--- src/rtl/instruction_fetch_pkg.sv ---
// Shared fetch-stage constants: datapath width, NOP encoding and the fetch FSM encoding.
package instruction_fetch_pkg;

  localparam int XLEN = 32;
  localparam logic [31:0] INST_NOP = 32'h0000_0013;

  typedef enum logic [1:0] {
    ST_IDLE = 2'd0,
    ST_REQ  = 2'd1,
    ST_DONE = 2'd2,
    ST_ERR  = 2'd3
  } fetch_state_t;

endpackage

--- src/rtl/instruction_fetch_timeout_counter.sv ---
// Counts REQ cycles spent waiting for imem_ack; flag is high once the count reaches ACK_TIMEOUT.
module instruction_fetch_timeout_counter #(
  parameter int ACK_TIMEOUT = 255
) (
  input  logic       clk,
  input  logic       rst,
  input  logic       clear,
  input  logic       inc,
  output logic [7:0] cnt,
  output logic       flag
);

  always_ff @(posedge clk) begin
    if (rst || clear) begin
      cnt <= 8'd0;
    end else if (inc) begin
      cnt <= cnt + 8'd1;
    end
  end

  assign flag = (cnt == 8'(ACK_TIMEOUT));

endmodule

--- src/rtl/instruction_fetch.sv ---
// Fetch stage: owns the PC, issues one imem request per phase_fetch and presents inst/PC to decode.
module instruction_fetch
  import instruction_fetch_pkg::*;
#(
  parameter logic [XLEN-1:0] RESET_VECTOR = 32'h0000_0000,
  parameter int              ACK_TIMEOUT  = 255
) (
  input  logic            clk,
  input  logic            rst,
  input  logic            phase_fetch,
  input  logic            phase_update,
  input  logic            jump_en_ex,
  input  logic [XLEN-1:0] jump_addr_ex,
  output logic            imem_req,
  output logic [XLEN-1:0] imem_addr,
  input  logic [31:0]     imem_rdata,
  input  logic            imem_ack,
  output logic [31:0]     inst,
  output logic [XLEN-1:0] curr_pc_fd,
  output logic [XLEN-1:0] next_pc_fd,
  output logic            fetch_done,
  output logic            fetch_busy,
  output logic            misalign_err,
  output logic            bus_err
);

  fetch_state_t    state;
  logic [XLEN-1:0] pc;
  logic [XLEN-1:0] pc_target;
  logic            start;
  logic            timeout;
  logic [7:0]      wait_cnt;

  assign start = (state == ST_IDLE) && phase_fetch && !misalign_err && !bus_err;

  always_comb begin
    pc_target = next_pc_fd;
    if (jump_en_ex) pc_target = {jump_addr_ex[XLEN-1:1], 1'b0};
  end

  instruction_fetch_timeout_counter #(.ACK_TIMEOUT(ACK_TIMEOUT)) u_timeout (
    .clk  (clk),
    .rst  (rst),
    .clear(start),
    .inc  ((state == ST_REQ) && !imem_ack),
    .cnt  (wait_cnt),
    .flag (timeout)
  );

  always_ff @(posedge clk) begin
    if (rst) begin
      state        <= ST_IDLE;
      pc           <= RESET_VECTOR;
      imem_req     <= 1'b0;
      imem_addr    <= RESET_VECTOR;
      inst         <= INST_NOP;
      curr_pc_fd   <= RESET_VECTOR;
      next_pc_fd   <= RESET_VECTOR + 32'd4;
      fetch_done   <= 1'b0;
      fetch_busy   <= 1'b0;
      misalign_err <= 1'b0;
      bus_err      <= 1'b0;
    end else begin
      case (state)
        ST_IDLE: begin
          if (start) begin
            state      <= ST_REQ;
            imem_req   <= 1'b1;
            imem_addr  <= pc;
            fetch_busy <= 1'b1;
          end
        end
        ST_REQ: begin
          // Ack wins over a timeout landing on the same cycle.
          if (imem_ack) begin
            state      <= ST_DONE;
            inst       <= imem_rdata;
            curr_pc_fd <= imem_addr;
            next_pc_fd <= imem_addr + 32'd4;
            imem_req   <= 1'b0;
            fetch_busy <= 1'b0;
            fetch_done <= 1'b1;
          end else if (timeout) begin
            state      <= ST_ERR;
            imem_req   <= 1'b0;
            fetch_busy <= 1'b0;
            bus_err    <= 1'b1;
          end
        end
        ST_DONE: begin
          state      <= ST_IDLE;
          fetch_done <= 1'b0;
        end
        default: state <= ST_ERR;
      endcase

      if (phase_update) begin
        if (pc_target[1]) misalign_err <= 1'b1;
        else              pc           <= pc_target;
      end
    end
  end

  logic unused_cnt;
  assign unused_cnt = ^wait_cnt;

endmodule

--- config.mk ---
export PLATFORM = sky130hd
export DESIGN_NAME = instruction_fetch
export DESIGN_NICKNAME = d
export VERILOG_FILES = /design/src/rtl/instruction_fetch_pkg.sv /design/src/rtl/instruction_fetch_timeout_counter.sv /design/src/rtl/instruction_fetch.sv
export SDC_FILE = /design/constraint.sdc
export NUM_CORES = 1
export LEC_CHECK = 0
export ABC_AREA = 1
export ABC_CLOCK_PERIOD_IN_PS = 1800
export CAP_MARGIN = 20
export CORE_MARGIN = 2
export CORE_UTILIZATION = 48
export CTS_CLUSTER_DIAMETER = 60
export DETAILED_ROUTE_END_ITERATION = 6
export PLACE_DENSITY = 0.85
export SKIP_LAST_GASP = 1
export SYNTH_ARGS = -nofsm -noshare
export SYNTH_HDL_FRONTEND = slang
export SYNTH_SLANG_ARGS = --single-unit
export TNS_END_PERCENT = 5
--- constraint.sdc ---
create_clock -name clk -period 1.8 [get_ports clk]
set_clock_uncertainty 0.15 [all_clocks]
set_input_delay 0.18 -clock clk [delete_from_list [all_inputs] [get_ports clk]]
set_output_delay 0.18 -clock clk [all_outputs]
set_load 0.005 [all_outputs]
==> impl_metrics.ini <==
[outcome]
outcome = finished, violations left
violations_in_the_final_reports = negative setup slack

[placement]
postPlaceCellArea_mm2 = 0.00941
place.gp.congestion = 0.909
port-buffer-count = 198
hpwlAfterDp_mm = 14.7
worst_setup_timing_slack_at_the_placement_stage_ns = -0.0582

[detailed_routing]
detail_route.wl_per_cell_um = 15.2
final_routed_drc_violation_total = 0
iter_0_drt_violations = 740
drt_pre_antenna_iters = 5
drtAntennaViolNets = 0
routed_wirelength_mm = 21.0
vias = 7335
drt-vias-per-instance = 5.33

[cts]
cts_hold_repair.buffers = 0
cts.root.buffer_cell = clkbuf_16
cts.path.max_buffers = 2
cts_inserted_buffers = 17
clk_transition_reported_paths_ns = 0.06
htree_num_levels = 4
cts_tree = done
worst_skew_pair.late_latency_ns = 0.43
clock_sink_count = 169

[finish]
layout-drive-gt1-share_pct = 7.55
fillCellCount = 1148
syn_to_final_growth_pct = 40.8
final_nets = 1252
antenna_cells_inserted = 0
postLayoutCellArea_mm2 = 0.00999

[worst_setup_path]
crit_path_start = imem_addr[4]$_SDFFE_PP0P_
logic_depth_of_the_worst_path_buffers_included = 2
cp-start-kind = flop
rr_worst_depth = 10
critical_path.reg2reg.startpoint = imem_addr[2]$_SDFFE_PP0P_
cp_top_family = buffers and inverters
crit_type = flop to primary output
critPathSlowestCell = clkdlybuf4s50_1
timing.critical_path.to_type = primary output
critical_path.n_buffers_inverters = 2
signal_arrival_time_at_the_worst_endpoint_ns = 1.47
worst_path_max_fanout = 5
worstPathCellList = buf_4 > clkdlybuf4s50_1
critPathRequiredTime_ns = 1.47
cpPeakStageDelay_ns = 0.49

[synth]
synth-compound-area-share_pct = 16.3
synth_xor_area_share_pct = 0.494
synth_seq_area_share_pct = 47.7
top_cells_by_count_synth = 236 x nand2_1, 169 x dfxtp_1, 155 x nor2_1
biggest_area_contributors_in_the_synthesized_netlist = dfxtp_1 48%, nand2_1 12%, nor2_1 8.2%, o21ai_0 7.0%, a21oi_1 4.2%
synth-adder-area-share_pct = 0.353
netlist_area_mm2 = 0.00709
synthArstFlopShare_pct = 0
yosys_register_bits = 169
yosys_warnings = 0
synth_enable_flop_cells = 0
syn-mean-instance-area_um2 = 7.20
synth_top_area_share_pct = 47.7
dominant_combinational_cell_family_by_area_after_synthesis = simple AND/OR/NAND/NOR gates
synth.most_common_cell = nand2_1
ys_dominant_reg_cell = dfxtp_1
muxShareOfSynthArea_pct = 0
syn-instance-count = 985
synth_area_leader_cell = dfxtp_1
synth_simple_gate_area_share_pct = 27.2
yosys.cell_types.count = 33

[power]
clkPwrFrac_pct = 40.3
p_leak_nw = 3.96
internal-power_mw = 6.68
power_switching_share_pct = 24.8
cellPowerDensity_mw_per_mm2 = 890
power_mw = 8.89
switching_power_mw = 2.20
worst_ir_drop_on_vdd_v = 0.000859
pwr-share-seq_pct = 46.2
power.share.combinational_pct = 13.5

[run]
max_cap_viol_count = 0

[sta]
final-setup-viol-count = 1
hold_viol_final = 0
finalWorstSetupSlack_ns = -0.00218
setup_tns_ns = -0.00218
grt_setup_unrepaired = true
layout_worst_path_cycle_share_pct = 100
achievable-frequency_ghz = 0.555
report.final.slew_viol_count = 0
layout_min_cycle_time_ns = 1.80

[floorplan]
effective_utilization_at_floorplan_pct = 49.0
fp-row-count = 44
die_h_um = 126
dieArea_mm2 = 0.0158
core_footprint_mm2 = 0.0145
top_level_ports = 203
die_width_um = 126

[min_path]
holdCritStartpoint = rst
min_path_type = input port to flop
min_path_cells = 3

[global_routing]
antenna_violations_before_repair = 0
grt-ovfl-total = 0
largest_net_degree_at_the_start_of_global_routing = 72
grt.total_usage_pct = 27.0
number_of_global_route_vias_before_repair = 7036
grt_pass1_wl_mm = 34.7
## tightest hold or removal path: stages
cell and delay [ns]:
buf_2 0.13, buf_12 0.19, nor2_1 0.11
## cell families (layout without fill, tap and decap cells)
group,Yosys count,count (layout)
compound gates,212,212
xor+xnor,4,4
fa+ha+maj,2,2
buf+inv,128,333
flops,169,169
other cells,1,3
simple gates,469,469
## routing by layer
layer	vias up	GRT usage, %	wire (um)
li1	3567	-	-
met1	3417	33.8	8650
met2	306	43.8	9870
met3	45	8.86	1940
met4	0	9.61	493
met5	-	0	0
## final timing paths
| check | end | slack, ns |
|---|---|---|
| setup / recovery | imem_addr[4] | -0.002 |
| hold / removal | bus_err$_SDFFE_PP0P_ | 0.08 |
| setup reg to reg | next_pc_fd[20]$_SDFFE_PP0P_ | 0.05 |
| hold reg to reg | imem_addr[3]$_SDFFE_PP0P_ | 0.31 |
## power groups by stage
stage,registers [mW],logic [mW],clock network [mW]
finish,4.11,1.20,3.58
global route,4.13,1.31,3.77
CTS,4.11,1.20,3.60
detailed placement,4.18,1.19,0
global placement,4.18,1.17,0
floorplan,4.17,0.505,0
## sequential cells by signal, indices dropped and copies added (netlist names)
register and count:
inst 32, curr_pc_fd 31, imem_addr 31, pc 31
next_pc_fd 30, u_timeout.cnt 8, state 2, bus_err 1
fetch_busy 1, fetch_done 1, misalign_err 1
## metrics by stage
stage | cells | util [%] | hold WS [ns]
3_5_place_dp | 1345 | 65.0 | 0.297
3_3_place_gp | 1345 | 65.0 | 0.286
5_1_grt | 1376 | 69.0 | 0.0843
6_report | 1376 | 69.0 | 0.0812
4_1_cts | 1376 | 68.9 | 0.0688
2_1_floorplan | 987 | - | 0.156
## area by class of cell
cell class	count	area, um2	area share, %
clock buffers	24	472	4.72
clock inverters	7	93.8	0.940
inverters	66	248	2.48
multi-input cells	690	3170	31.7
flip-flops and latches	169	3390	33.9
well taps	184	230	2.31
repair buffers	236	2390	23.9
## placed cells by master, fill, tap and decap left out, types with 3 or more instances in the layout
cell,instances
buf_4,28
clkbuf_1,5
nand2_2,3
buf_12,10
conb_1,3
inv_1,62
nor2_2,5
dfxtp_1,167
inv_2,3
nand3_1,45
a31oi_1,33
o21ai_0,99
a21oi_1,60
nor3_1,6
nand2_1,236
o21a_1,17
xor2_1,4
clkdlybuf4s50_1,197
nor2_4,7
clkbuf_16,17
nor2_1,154
## repair_timing
item	in CTS	in global routing
pin swaps	0	1
resized for setup	1	3
buffers inserted	0	0
endpoints found under the setup margin	4	20
(Power assumes the default switching activity.)
